**config.mk**
```make
export PLATFORM = sky130hd
export DESIGN_NAME = fpu_shared_rr
export DESIGN_NICKNAME = d
export VERILOG_FILES = /design/src/rtl/fpu_shared_rr.sv
export SDC_FILE = /design/constraint.sdc
export NUM_CORES = 2
export LEC_CHECK = 0
export ABC_AREA = 1
export BUFFER_PORTS_ARGS = -buffer_cell sky130_fd_sc_hd__clkbuf_2
export CAP_MARGIN = 0
export CORE_UTILIZATION = 47
export DETAILED_ROUTE_END_ITERATION = 8
export PLACE_DENSITY = 0.66
export SYNTH_ARGS = -nofsm -noshare
export SYNTH_HDL_FRONTEND = slang
export SYNTH_SLANG_ARGS = --single-unit
```
**constraint.sdc**
```tcl
create_clock -name clock -period 66 [get_ports clock]
set_input_delay 9.9 -clock clock [delete_from_list [all_inputs] [get_ports clock]]
set_output_delay 9.9 -clock clock [all_outputs]
set_load 0.005 [all_outputs]
```
**src/rtl/fpu_shared_rr.sv**
```systemverilog
// Shared FP execution unit: NUM_PORTS req/resp ports, round-robin issue, concurrent per-port countdowns.
// Define FPU_SHARED_STATS_EN to add saturating stat_issued/stat_conflict/stat_busy counters.
module fpu_shared_rr #(
  parameter int NUM_PORTS = 4,
  parameter int MAX_LAT   = 32
) (
  input  logic                   clock,
  input  logic                   reset_n,
  input  logic [NUM_PORTS-1:0]   req_valid,
  output logic [NUM_PORTS-1:0]   req_ready,
  input  logic [NUM_PORTS*32-1:0] req_a,
  input  logic [NUM_PORTS*32-1:0] req_b,
  input  logic [NUM_PORTS*7-1:0]  req_funct7,
  input  logic [NUM_PORTS*3-1:0]  req_funct3,
  input  logic [NUM_PORTS-1:0]   req_rs2b0,
  output logic [NUM_PORTS-1:0]   resp_valid,
  input  logic [NUM_PORTS-1:0]   resp_ready,
  output logic [NUM_PORTS*32-1:0] resp_data
`ifdef FPU_SHARED_STATS_EN
  ,
  output logic [31:0]            stat_issued,
  output logic [31:0]            stat_conflict,
  output logic [31:0]            stat_busy
`endif
);

  localparam int CW = $clog2(MAX_LAT + 1);
  localparam int PW = (NUM_PORTS > 1) ? $clog2(NUM_PORTS) : 1;

  localparam logic [1:0] S_IDLE = 2'd0;
  localparam logic [1:0] S_BUSY = 2'd1;
  localparam logic [1:0] S_DONE = 2'd2;

  // Synthesizable stand-in for the softfpu model: truncating single precision, normals only.
  function automatic logic [31:0] fp_add(input logic [31:0] a, input logic [31:0] b);
    logic [31:0] x, y;
    logic [7:0]  ex, ey, er, sh;
    logic [24:0] mx, my, s;
    if (a[30:23] == 8'd0) return b;
    if (b[30:23] == 8'd0) return a;
    if (a[30:0] >= b[30:0]) begin x = a; y = b; end
    else begin x = b; y = a; end
    ex = x[30:23];
    ey = y[30:23];
    sh = ex - ey;
    mx = {2'b01, x[22:0]};
    my = {2'b01, y[22:0]};
    my = (sh > 8'd24) ? 25'd0 : (my >> sh);
    if (x[31] == y[31]) begin
      s = mx + my;
      if (s[24]) return {x[31], ex + 8'd1, s[23:1]};
      return {x[31], ex, s[22:0]};
    end
    s = mx - my;
    if (s == 25'd0) return 32'd0;
    er = ex;
    for (int i = 0; i < 24; i++) begin
      if (!s[23]) begin
        s  = s << 1;
        er = er - 8'd1;
      end
    end
    return {x[31], er, s[22:0]};
  endfunction

  function automatic logic [31:0] fp_mul(input logic [31:0] a, input logic [31:0] b);
    logic        sgn;
    logic [47:0] p;
    logic [9:0]  e;
    sgn = a[31] ^ b[31];
    if (a[30:23] == 8'd0 || b[30:23] == 8'd0) return {sgn, 31'd0};
    p = 48'({1'b1, a[22:0]}) * 48'({1'b1, b[22:0]});
    e = {2'b00, a[30:23]} + {2'b00, b[30:23]} - 10'd127;
    if (p[47]) return {sgn, 8'(e + 10'd1), p[46:24]};
    return {sgn, e[7:0], p[45:23]};
  endfunction

  function automatic logic [31:0] fp_sgnj(input logic [31:0] a, input logic [31:0] b,
                                          input logic [2:0] f3);
    logic [31:0] r;
    case (f3)
      3'd0:    r = {b[31], a[30:0]};
      3'd1:    r = {~b[31], a[30:0]};
      3'd2:    r = {a[31] ^ b[31], a[30:0]};
      default: r = a;
    endcase
    return r;
  endfunction

  // Integer to float; rs2 bit0 selects unsigned source.
  function automatic logic [31:0] fp_cvt(input logic [31:0] a, input logic uns);
    logic        neg;
    logic [31:0] mag, sh;
    int          p;
    neg = !uns && a[31];
    mag = neg ? -a : a;
    if (mag == 32'd0) return 32'd0;
    p = 0;
    for (int i = 0; i < 32; i++) if (mag[i]) p = i;
    sh = mag << (31 - p);
    return {neg, 8'(127 + p), sh[30:8]};
  endfunction

  function automatic logic [31:0] softfpu_compute(input logic [31:0] a, input logic [31:0] b,
                                                  input logic [6:0] f7, input logic [2:0] f3,
                                                  input logic rs2b0);
    logic [31:0] r;
    case (f7)
      7'h00:   r = fp_add(a, b);
      7'h04:   r = fp_add(a, {~b[31], b[30:0]});
      7'h08:   r = fp_mul(a, b);
      7'h10:   r = fp_sgnj(a, b, f3);
      7'h68:   r = fp_cvt(a, rs2b0);
      default: r = a;
    endcase
    return r;
  endfunction

  function automatic int softfpu_delay(input logic [6:0] f7, input logic [2:0] f3);
    int d;
    case (f7)
      7'h00, 7'h04: d = 3;
      7'h08:        d = 5;
      7'h10:        d = (f3 == 3'd0) ? 0 : -1;
      7'h68:        d = 100;
      default:      d = 2;
    endcase
    return d;
  endfunction

  logic [1:0]     state_q [NUM_PORTS];
  logic [CW-1:0]  cnt_q   [NUM_PORTS];
  logic [31:0]    data_q  [NUM_PORTS];
  logic [PW-1:0]  rr_ptr_q, rr_ptr_d;

  logic [NUM_PORTS-1:0] idle, eligible, grant_oh;
  logic                 grant_any;
  logic [PW-1:0]        grant_idx;
  logic [31:0]          issue_res;
  logic [CW-1:0]        issue_lat;

  always_comb begin
    idle       = '0;
    resp_valid = '0;
    resp_data  = '0;
    for (int i = 0; i < NUM_PORTS; i++) begin
      idle[i]             = (state_q[i] == S_IDLE);
      resp_valid[i]       = (state_q[i] == S_DONE);
      resp_data[32*i +: 32] = data_q[i];
    end
  end

  // Masking with idle also drops any X on req_valid of a BUSY/DONE port.
  assign eligible = req_valid & idle;

  always_comb begin
    int            t;
    logic [PW-1:0] idx;
    grant_any = 1'b0;
    grant_idx = '0;
    t         = 0;
    idx       = '0;
    for (int off = 0; off < NUM_PORTS; off++) begin
      t = int'(rr_ptr_q) + off;
      if (t >= NUM_PORTS) t = t - NUM_PORTS;
      idx = PW'(t);
      if (!grant_any && eligible[idx]) begin
        grant_any = 1'b1;
        grant_idx = idx;
      end
    end
  end

  always_comb begin
    grant_oh = '0;
    for (int i = 0; i < NUM_PORTS; i++) grant_oh[i] = grant_any && (grant_idx == PW'(i));
  end

  assign req_ready = grant_oh & {NUM_PORTS{reset_n}};

  always_comb begin
    rr_ptr_d = rr_ptr_q;
    if (grant_any) rr_ptr_d = (grant_idx == PW'(NUM_PORTS - 1)) ? '0 : grant_idx + PW'(1);
  end

  // Only the granted port's operands reach the model, so at most one evaluation per cycle.
  always_comb begin
    int raw_lat;
    issue_res = '0;
    issue_lat = CW'(1);
    raw_lat   = 1;
    if (grant_any) begin
      issue_res = softfpu_compute(req_a[32*grant_idx +: 32], req_b[32*grant_idx +: 32],
                                  req_funct7[7*grant_idx +: 7], req_funct3[3*grant_idx +: 3],
                                  req_rs2b0[grant_idx]);
      raw_lat   = softfpu_delay(req_funct7[7*grant_idx +: 7], req_funct3[3*grant_idx +: 3]);
      if (raw_lat < 1)            issue_lat = CW'(1);
      else if (raw_lat > MAX_LAT) issue_lat = CW'(MAX_LAT);
      else                        issue_lat = CW'(raw_lat);
    end
  end

  // NOTE: these per-port arrays are plain flops, not RAM; reset must clear them so an
  // aborted op cannot surface later, hence the loop in the reset branch.
  always_ff @(posedge clock or negedge reset_n) begin
    if (!reset_n) begin
      rr_ptr_q <= '0;
      for (int i = 0; i < NUM_PORTS; i++) begin
        state_q[i] <= S_IDLE;
        cnt_q[i]   <= '0;
        data_q[i]  <= '0;
      end
    end else begin
      rr_ptr_q <= rr_ptr_d;
      for (int i = 0; i < NUM_PORTS; i++) begin
        case (state_q[i])
          S_IDLE: if (grant_oh[i]) begin
            state_q[i] <= S_BUSY;
            cnt_q[i]   <= issue_lat;
            data_q[i]  <= issue_res;
          end
          S_BUSY: if (cnt_q[i] == CW'(1)) begin
            state_q[i] <= S_DONE;
            cnt_q[i]   <= '0;
          end else begin
            cnt_q[i] <= cnt_q[i] - CW'(1);
          end
          S_DONE: if (resp_ready[i]) state_q[i] <= S_IDLE;
          default: state_q[i] <= S_IDLE;
        endcase
      end
    end
  end

`ifdef FPU_SHARED_STATS_EN
  logic        any_busy;
  logic [31:0] stat_issued_q, stat_conflict_q, stat_busy_q;

  always_comb begin
    any_busy = 1'b0;
    for (int i = 0; i < NUM_PORTS; i++) any_busy = any_busy | (state_q[i] == S_BUSY);
  end

  always_ff @(posedge clock or negedge reset_n) begin
    if (!reset_n) begin
      stat_issued_q   <= '0;
      stat_conflict_q <= '0;
      stat_busy_q     <= '0;
    end else begin
      if (grant_any && stat_issued_q != '1) stat_issued_q <= stat_issued_q + 32'd1;
      if (|(eligible & ~grant_oh) && stat_conflict_q != '1)
        stat_conflict_q <= stat_conflict_q + 32'd1;
      if (any_busy && stat_busy_q != '1) stat_busy_q <= stat_busy_q + 32'd1;
    end
  end

  assign stat_issued   = stat_issued_q;
  assign stat_conflict = stat_conflict_q;
  assign stat_busy     = stat_busy_q;
`endif

endmodule

```
==> results.txt <==
The run finished with clean final reports. The die is 316.4 µm wide. The multiplexer share of the synthesized area is 0.003233.

The share of final-layout standard cells stronger than drive strength 1 was 0.1126; the portion of the post-synthesis area used by sequential elements was 0.08729. Cell class contributing the biggest share of worst-path delay: simple AND/OR/NAND/NOR gates. After synthesis, the cell types taking the most area are fa_1, nand2_1, dfrtp_1.

The share of the synthesized area in the top cell type was 0.2086; the total routing usage reported by global routing was 0.3627. The routed wire length was 183300 µm. The path class of the tightest hold or removal check is flip-flop to flip-flop. The critical path is of the input pin to flip-flop type. The first global-routing pass estimated 278100 µm of wire. Fraction of registers with async set or reset after synthesis: 1.000. Buffer count from post-CTS setup fixing: 0.

The dominant combinational cell family by area after synthesis is simple AND/OR/NAND/NOR gates. The number of buffer cells added on primary ports was 445. The number of vias per cell after detailed routing came out at 5.661.

The number of enable flip-flop cells after synthesis works out to 0. The clock passes through at most 2 buffers. The worst setup path is launched from an input pin.

Clock tree synthesis selected as its root buffer the cell clkbuf_16. The time the worst path needs with I/O delays and setup was 33.94 ns. The clock network latency to the later pin of the worst-skew pair came out at 0.44 ns.

The cell that appears most often on the critical path is nand2_1. The mean area per synthesized cell was 6.438 µm². Together, buffers and inverters on the worst path number 17. The vertical extent of the die is 316.4 µm, and the met1 capacity usage during global routing is 0.4592.

Detailed placement finished with a half-perimeter wire length of 145100 µm. Cell type of the slowest stage on the worst timing path: inv_1. The tools report the tightest slew margin relative to the limit as 0.2290.

The number of endpoints with negative hold slack in the final report was 0; the met2 layer usage reported by global route was 0.5908. The total placed cells including tap cells was 8722. The final non-filler cell total was 8755; the quantity of hold-fixing buffers added after cts was 0. On the worst path, the slowest cell contributes a delay of 0.89 ns. For the pin with the worst max-slew slack, the measured transition is 1.155 ns. The net count of the finished layout came out at 8577. The tools report the core area as 97280 µm². The run gives 162 as the number of clock sinks seen by CTS. For the final estimated routing congestion in global placement, the log shows 1.077. Cell taking the most area after synthesis: fa_1. For the count of different cell masters after synthesis, the log shows 80. Mapped cell area: 46440 µm². The commonest cells after synthesis are nand2_1, inv_1, nor2_1, fa_1, nand3_1.

Number of synthesized register bits: 162. The routed layout has 49560 vias. The run gives 0.02946 GHz as the achievable frequency.

The adder-cell share of the synthesized area was 0.2943; the average detailed-routed wire length per instance was 20.94 µm. The starting density of the core is 0.4774, and the count of yosys warnings during synthesis is 0. Buffers inserted during clock tree synthesis total 17.

Data arrives at the worst endpoint at 34.31 ns. In the synthesized netlist the dominant register cell turns out to be dfrtp_1. For this run, design rule violations remaining after detail routing come to 0.

The post-synthesis xor/xnor area fraction works out to 0.02955. The tools report the maximum clock skew at final layout as 0.01449 ns. The synthesized-area fraction occupied by ao, oa, aoi and oai cells is 0.1269. The logs give 0 for the post-cts sizing count and 0 for the remaining antenna violation count after routing.

Clock-pin slew was measured on the worst setup and hold paths at 0.07 ns. The area share of and/or/nand/nor cells after synthesis works out to 0.3365. By instance count, the leading cell after synthesis is nand2_1. The run gives 0.06730 as the met3 usage. The total global routing overflow is 0, and the number of antenna violations at the first check in global routing is 5. The tools report the endpoint class of the critical path as a flip-flop. The number of optimization iterations in the first detailed-route pass was 9; the DRC violation total after the first TritonRoute iteration was 4661.

After routing, the total negative slack on setup checks comes to 0 ns. The number of rows created at floorplan was 114; the largest fanout of any net on the critical path was 67. TritonCTS built the clock tree.

Setup repair after global routing left no endpoint under its margin. The area growth from synthesis to layout is 8.392%. The tools report the number of slew-limit violations in the final report as 0. Setup violations remaining at the end of the flow were counted as 0. For this design the top-level I/O count stands at 446. The final cycle utilization of the critical path was 0.5143; the synthesized netlist cell count was 7214. The H-tree depth was 4. The most heavily used metal layer in global routing is met2. The run gives 47390 as the number of global-route vias before repair. The largest net degree at the start of global routing is 89. Synthesis produced a netlist with a net count of 8326. Across the run, the number of max-cap violations was 0. For the worst setup path, the data required time is 66.37 ns. Hold timing on the final database bottoms out at a slack of 0.4847 ns. The floorplan step defined a die boundary enclosing 100100 µm².
registers in the layout, summed over array words and instances, names as in the netlist:
signal	cells
resp_data	128
cnt_q	24
state_q	8
rr_ptr_q	2
cell usage in the layout (no fill, tap or decap), types with 22 or more instances in the layout:
cell type / netlist / final
nand2_1: 2170 / 2169
inv_1: 1063 / 1063
nor2_1: 581 / 581
fa_1: 484 / 484
nand3_1: 478 / 477
clkbuf_2: 0 / 444
o21ai_0: 427 / 427
ha_1: 318 / 318
a21oi_1: 223 / 223
dfrtp_1: 162 / 162
xor2_1: 116 / 116
buf_4: 16 / 104
nand2_2: 89 / 90
o211ai_1: 90 / 90
nand4_1: 89 / 89
nor3_1: 59 / 59
o22ai_1: 53 / 53
nand3_2: 36 / 37
clkinv_1: 32 / 32
xnor2_1: 32 / 32
inv_2: 32 / 31
o221ai_1: 24 / 24
a31oi_1: 22 / 22
layer usage:
metal / up-vias / part of all wire
li1: 23310 / -
met1: 23400 / 0.40
met2: 2343 / 0.45
met3: 506 / 0.088
met4: 4 / 0.062
met5: - / 0.00015
worst paths after layout:
path	start	end	slack (ns)	depth (start not counted)
max	req_valid[3]	resp_data[29]$_DFFE_PN0P_	32.06	137
min	resp_data[85]$_DFFE_PN0P_	resp_data[85]$_DFFE_PN0P_	0.48	2
max reg2reg	rr_ptr_q[0]$_DFFE_PN0P_	resp_data[29]$_DFFE_PN0P_	40.90	137
min reg2reg	resp_data[85]$_DFFE_PN0P_	resp_data[85]$_DFFE_PN0P_	0.48	2
max in group asynchronous	reset_n	resp_data[21]$_DFFE_PN0P_	54.96	2
min in group asynchronous	reset_n	state_q[1]$_DFFE_PN0P_	9.51	1
cell families (layout without fill, tap and decap cells):
| family | Yosys count | in the layout |
|---|---|---|
| mux | 15 | 15 |
| other cells | 0 | 1 |
| compound gates | 1004 | 1004 |
| simple gates | 3624 | 3624 |
| fa+ha+maj | 802 | 802 |
| flops | 162 | 162 |
| xor+xnor | 152 | 152 |
| buf+inv | 1455 | 1719 |
through the flow:
stage	util	area, µm²	setup slack (ns)
after floorplan	-	46440	35.80
after global placement	0.5111	49720	32.43
after detailed placement	0.5111	49720	31.96
after CTS	0.5174	50330	32.38
after global routing	0.5175	50340	29.81
final	0.5175	50340	32.06
worst register-to-register path, delay by kind of cell, from the launching register on:
family	cells	cell delay (ns)
AND/OR/NAND/NOR	83	10.51
adder cells (fa/ha/maj)	18	5.03
buffers and inverters	17	5.32
flip-flops	1	0.53
AO/OA/AOI/OAI	19	3.60
final cells by class:
cell class / count / area, µm²
Tap cell: 1276 / 1597
Sequential cell: 162 / 4054
Timing Repair Buffer: 550 / 3034
Clock inverter: 15 / 190.2
Clock buffer: 17 / 425.4
Inverter: 1137 / 4297
Multi-Input combinational cell: 5597 / 36740
Fill cell: 10090 / 46940
Antenna cell: 1 / 2.502
Power is not shown: default switching activity piles up to over one toggle a cycle in this logic, so the estimate is an artifact.
